--- config.mk ---
export PLATFORM = sky130hd
export DESIGN_NAME = serial_sub
export DESIGN_NICKNAME = d
export VERILOG_FILES = /design/src/rtl/serial_sub.sv
export SDC_FILE = /design/constraint.sdc
export NUM_CORES = 1
export LEC_CHECK = 0
export BUFFER_PORTS_ARGS = -buffer_cell sky130_fd_sc_hd__buf_2
export CAP_MARGIN = 10
export CELL_PAD_IN_SITES_DETAIL_PLACEMENT = 1
export CELL_PAD_IN_SITES_GLOBAL_PLACEMENT = 2
export CORE_ASPECT_RATIO = 1.4
export CORE_UTILIZATION = 35
export DETAILED_ROUTE_END_ITERATION = 7
export GPL_TIMING_DRIVEN = 0
export PLACE_DENSITY = 0.86
export SYNTH_ARGS = -nofsm -noshare
export SYNTH_HDL_FRONTEND = slang
export SYNTH_SLANG_ARGS = --single-unit
--- constraint.sdc ---
create_clock -name clk -period 2.8 [get_ports clk]
set_input_delay 0.28 -clock clk [delete_from_list [all_inputs] [get_ports clk]]
set_output_delay 0.28 -clock clk [all_outputs]
set_load 0.01 [all_outputs]
--- src/rtl/serial_sub.sv ---
// Bit-serial subtractor: A - B - bin over WIDTH cycles, LSB first, one
// full-subtractor cell with start/ready/done handshake and held result.
module serial_sub #(
    parameter int WIDTH = 4
) (
    input  logic             clk,
    input  logic             rst,
    input  logic             start,
    input  logic [WIDTH-1:0] a,
    input  logic [WIDTH-1:0] b,
    input  logic             bin,
    output logic             ready,
    output logic             done,
    output logic [WIDTH-1:0] diff,
    output logic             bout,
    output logic [WIDTH:0]   out
);

    localparam int CNT_W = $clog2(WIDTH);

    typedef enum logic [1:0] {
        IDLE = 2'd0,
        RUN  = 2'd1,
        DONE = 2'd2
    } state_t;

    state_t            state_reg;
    state_t            state_next;
    logic [WIDTH-1:0]  sa_reg;
    logic [WIDTH-1:0]  sb_reg;
    logic [WIDTH-1:0]  work_reg;
    logic [WIDTH-1:0]  work_next;
    logic [WIDTH-1:0]  diff_reg;
    logic              br_reg;
    logic              bout_reg;
    logic [CNT_W-1:0]  cnt_reg;
    logic              d_bit;
    logic              br_next;
    logic              last_bit;

    // Single full-subtractor cell operating on the current LSBs.
    assign d_bit     = sa_reg[0] ^ sb_reg[0] ^ br_reg;
    assign br_next   = (~sa_reg[0] & sb_reg[0]) | (~(sa_reg[0] ^ sb_reg[0]) & br_reg);
    assign work_next = {d_bit, work_reg[WIDTH-1:1]};
    assign last_bit  = (cnt_reg == CNT_W'(WIDTH - 1));

    always_ff @(posedge clk or posedge rst) begin
        if (rst) begin
            state_reg <= IDLE;
        end else begin
            state_reg <= state_next;
        end
    end

    always_comb begin
        state_next = state_reg;
        case (state_reg)
            IDLE:    if (start) state_next = RUN;
            RUN:     if (last_bit) state_next = DONE;
            DONE:    state_next = IDLE;
            default: state_next = IDLE;
        endcase
    end

    // Handshake outputs come from registered state only; rst just masks ready.
    always_comb begin
        ready = (state_reg == IDLE) && !rst;
        done  = (state_reg == DONE);
    end

    always_ff @(posedge clk or posedge rst) begin
        if (rst) begin
            sa_reg   <= '0;
            sb_reg   <= '0;
            br_reg   <= 1'b0;
            cnt_reg  <= '0;
            work_reg <= '0;
            diff_reg <= '0;
            bout_reg <= 1'b0;
        end else begin
            case (state_reg)
                IDLE: begin
                    if (start) begin
                        sa_reg  <= a;
                        sb_reg  <= b;
                        br_reg  <= bin;
                        cnt_reg <= '0;
                    end
                end
                RUN: begin
                    sa_reg   <= sa_reg >> 1;
                    sb_reg   <= sb_reg >> 1;
                    br_reg   <= br_next;
                    work_reg <= work_next;
                    cnt_reg  <= cnt_reg + 1'b1;
                    // Publish only a complete result, so the outputs hold otherwise.
                    if (last_bit) begin
                        diff_reg <= work_next;
                        bout_reg <= br_next;
                    end
                end
                default: ;
            endcase
        end
    end

    assign diff = diff_reg;
    assign bout = bout_reg;
    assign out  = {bout_reg, diff_reg};

endmodule

==> results.py <==
metrics = {
    "clocking": {
        "clk_latency_ns": 0.31,
        "cts_tree": "done",
        "root_buffer": "clkbuf_4",
        "cts_buffer_depth": 2,
        "clk_pin_slew_worst_paths_ns": 0.13,
        "cts_setup_buffers": 0,
        "cts-hold-fix-buffers": 0,
        "cts-resized-gates": 0,
        "clock_sinks": 21,
        "cts_buffers": 3,
        "cts_max_level": 1,
    },
    "detailed_routing": {
        "ant_nets": 0,
        "totalWireLength_microns": 2130,
        "remaining_drc_errors": 0,
        "wl_per_cell_microns": 13.4,
        "via_count": 797,
        "firstDrtPassIters": 2,
        "drt-vias-per-instance": 5.01,
        "drt_iter0_drc": 15,
    },
    "final_layout": {
        "fin_area_sq_mm": 0.00122,
        "drive_gt1_frac": 0.382,
        "diodes": 0,
        "fillCellCount": 336,
        "nNetsFinal": 138,
        "syn2layout_area_growth_pct": 18.5,
        "utilization": 0.451,
    },
    "die": {
        "num_io_pins": 24,
        "die_h_microns": 66.1,
        "initial_utilization": 0.380,
        "coreArea_sq_mm": 0.00270,
        "die_area_sq_mm": 0.00316,
        "rows": 22,
        "fp.dieW_microns": 47.8,
    },
    "placement": {
        "gp_congestion": 0.701,
        "place_ws_ns": 1.45,
        "dpl-instance-area_sq_mm": 0.00119,
        "hpwl_microns": 1600,
        "io_buffer_count": 23,
    },
    "synthesis": {
        "synthFlopType": "dfrtp_1",
        "synth_top_family_by_area": "compound AO/OA/AOI/OAI gates",
        "yosys_warnings": 0,
        "synth_area_sq_mm": 0.00103,
        "synthAdderAreaFrac": 0.0317,
        "yosys.area.top_type": "dfrtp_1",
        "synth_common_cells": "21 x dfrtp_1, 14 x nand2_1, 13 x o22ai_1",
        "synth.mux.area_fraction": 0.0585,
        "async_flop_share": 1.00,
        "synth_most_common_cell": "dfrtp_1",
        "synth_fp_nets": 110,
        "synthXorXnorAreaFrac": 0,
        "yosys-top-cells-area": "dfrtp_1 51%, o22ai_1 7.9%, mux2_4 5.9%, nand2_1 5.1%, buf_4 4.4%",
        "ys_types": 23,
        "synth-compound-area-share": 0.176,
        "synth-edff-count": 0,
        "netlist.area_leader.share": 0.512,
        "syn_avg_cell_area_sq_um": 10.7,
        "syn-instance-count": 96,
        "synth-seq-cells": 21,
        "synthSimpleGateAreaFrac": 0.129,
        "synth-seq-area-share": 0.512,
    },
    "job": {
        "maxCapViolCount": 0,
    },
    "grt": {
        "track_usage": 0.158,
        "grt_max_degree": 22,
        "grt_pass1_vias": 792,
        "grt_overflow_total": 0,
        "grt_first_pass_wirelength_microns": 3560,
        "antenna_found_initial": 0,
    },
    "min_path": {
        "min_path_type": "in2async",
    },
    "sta": {
        "hold_violations": 0,
        "grt_setup_unrepaired": "false",
        "slew-limit-headroom": 0.468,
        "period_needed_ns": 1.48,
        "worst_slew_pin_slew_ns": 0.798,
        "setup_viol": 0,
        "drv_slew": 0,
        "fin_crit_sh": 0.529,
        "setup_tns_ns": 0,
        "fmax_mhz": 675,
        "setup_slack_ns": 1.32,
        "skew_ns": 0.00850,
    },
    "power_and_ir_drop": {
        "finalPower_mw": 1.39,
        "leakagePower_nw": 0.630,
        "power_density_mw_per_mm2": 1140,
        "peakVddDrop_uv": 480,
    },
    "setup_path": {
        "crit_required_ns": 2.52,
        "startpoint_type": "flip-flop",
        "critPathMaxFanout": 10,
        "cp_data_arrival_time_ns": 1.20,
        "timing_worst_setup_path_type": "reg2out",
        "end_kind": "output pin",
    },
    "status": {
        "status": "complete, no violations",
    },
}
[critical path: stages (launching register included)]
cell,delay [ns]
dfrtp_1,0.43
buf_6,0.16
nor3_1,0.15
buf_2,0.15
[per-layer routing]
layer	routed length, microns	vias up	GRT usage
li1	-	390	-
met1	946	389	0.201
met2	1100	14	0.257
met3	47	4	0.0246
met4	30	0	0.0625
met5	0	-	0
[where the power goes]
| part | switching [mW] | total (mW) | internal, mW |
|---|---|---|---|
| clock network | 0.0972 | 0.152 | 0.0545 |
| registers | 0.0992 | 0.545 | 0.445 |
| logic | 0.349 | 0.692 | 0.343 |
[cell type report]
class                   instances  area [sq um]  area share
flip-flops and latches         21           526       0.432
repair buffers                 23           115      0.0946
well taps                      36          45.0      0.0370
clock inverters                 1          7.51     0.00617
multi-input cells              60           405       0.333
clock buffers                   3          22.5      0.0185
inverters                       6          22.5      0.0185
plain buffers                   9          72.6      0.0597
[stage by stage]
step | instances | hold WS (ns)
after global placement | 155 | 0.459
final | 159 | 0.105
after floorplan | 96 | 0.257
after CTS | 159 | 0.133
after detailed placement | 155 | 0.480
after global routing | 159 | 0.160
[worst paths after layout]
path / depth (start not counted) / end / slack (ns) / startpoint
setup / recovery: 3 / ready / 1.32 / state_reg[1]
hold / removal: 2 / cnt_reg[0] / 0.10 / rst
setup reg to reg: 3 / diff[3] / 1.45 / br_reg
hold reg to reg: 2 / work_reg[1] / 0.50 / work_reg[1]
max in group asynchronous: 2 / sa_reg[2] / 2.19 / rst
min in group clk: 3 / sb_reg[3] / 0.20 / b[3]
[kinds of logic after synthesis]
logic type | Yosys count
fa+ha+maj | 2
mux | 4
simple gates | 24
buf+inv | 15
compound gates | 30
flops | 21
[cell usage in the layout, fill, tap and decap left out]
cell,synthesis,layout
nand3b_4,1,1
nand2_1,14,14
o22ai_1,13,13
a21oi_1,7,7
and2b_1,1,1
buf_6,2,2
clkinvlp_4,0,1
nand2b_1,1,1
and2b_4,1,1
mux2_4,4,4
nor2b_1,1,1
dfrtp_1,21,21
fa_1,1,1
clkbuf_4,0,3
a21boi_2,1,1
inv_2,2,2
nand2b_4,1,1
nor3_1,1,1
buf_2,1,24
inv_1,4,4
nor2_1,3,3
o21ai_1,8,8
buf_4,6,6
a22oi_2,1,1
ha_1,1,1
No activity file was read; power rests on OpenSTA's default activity.
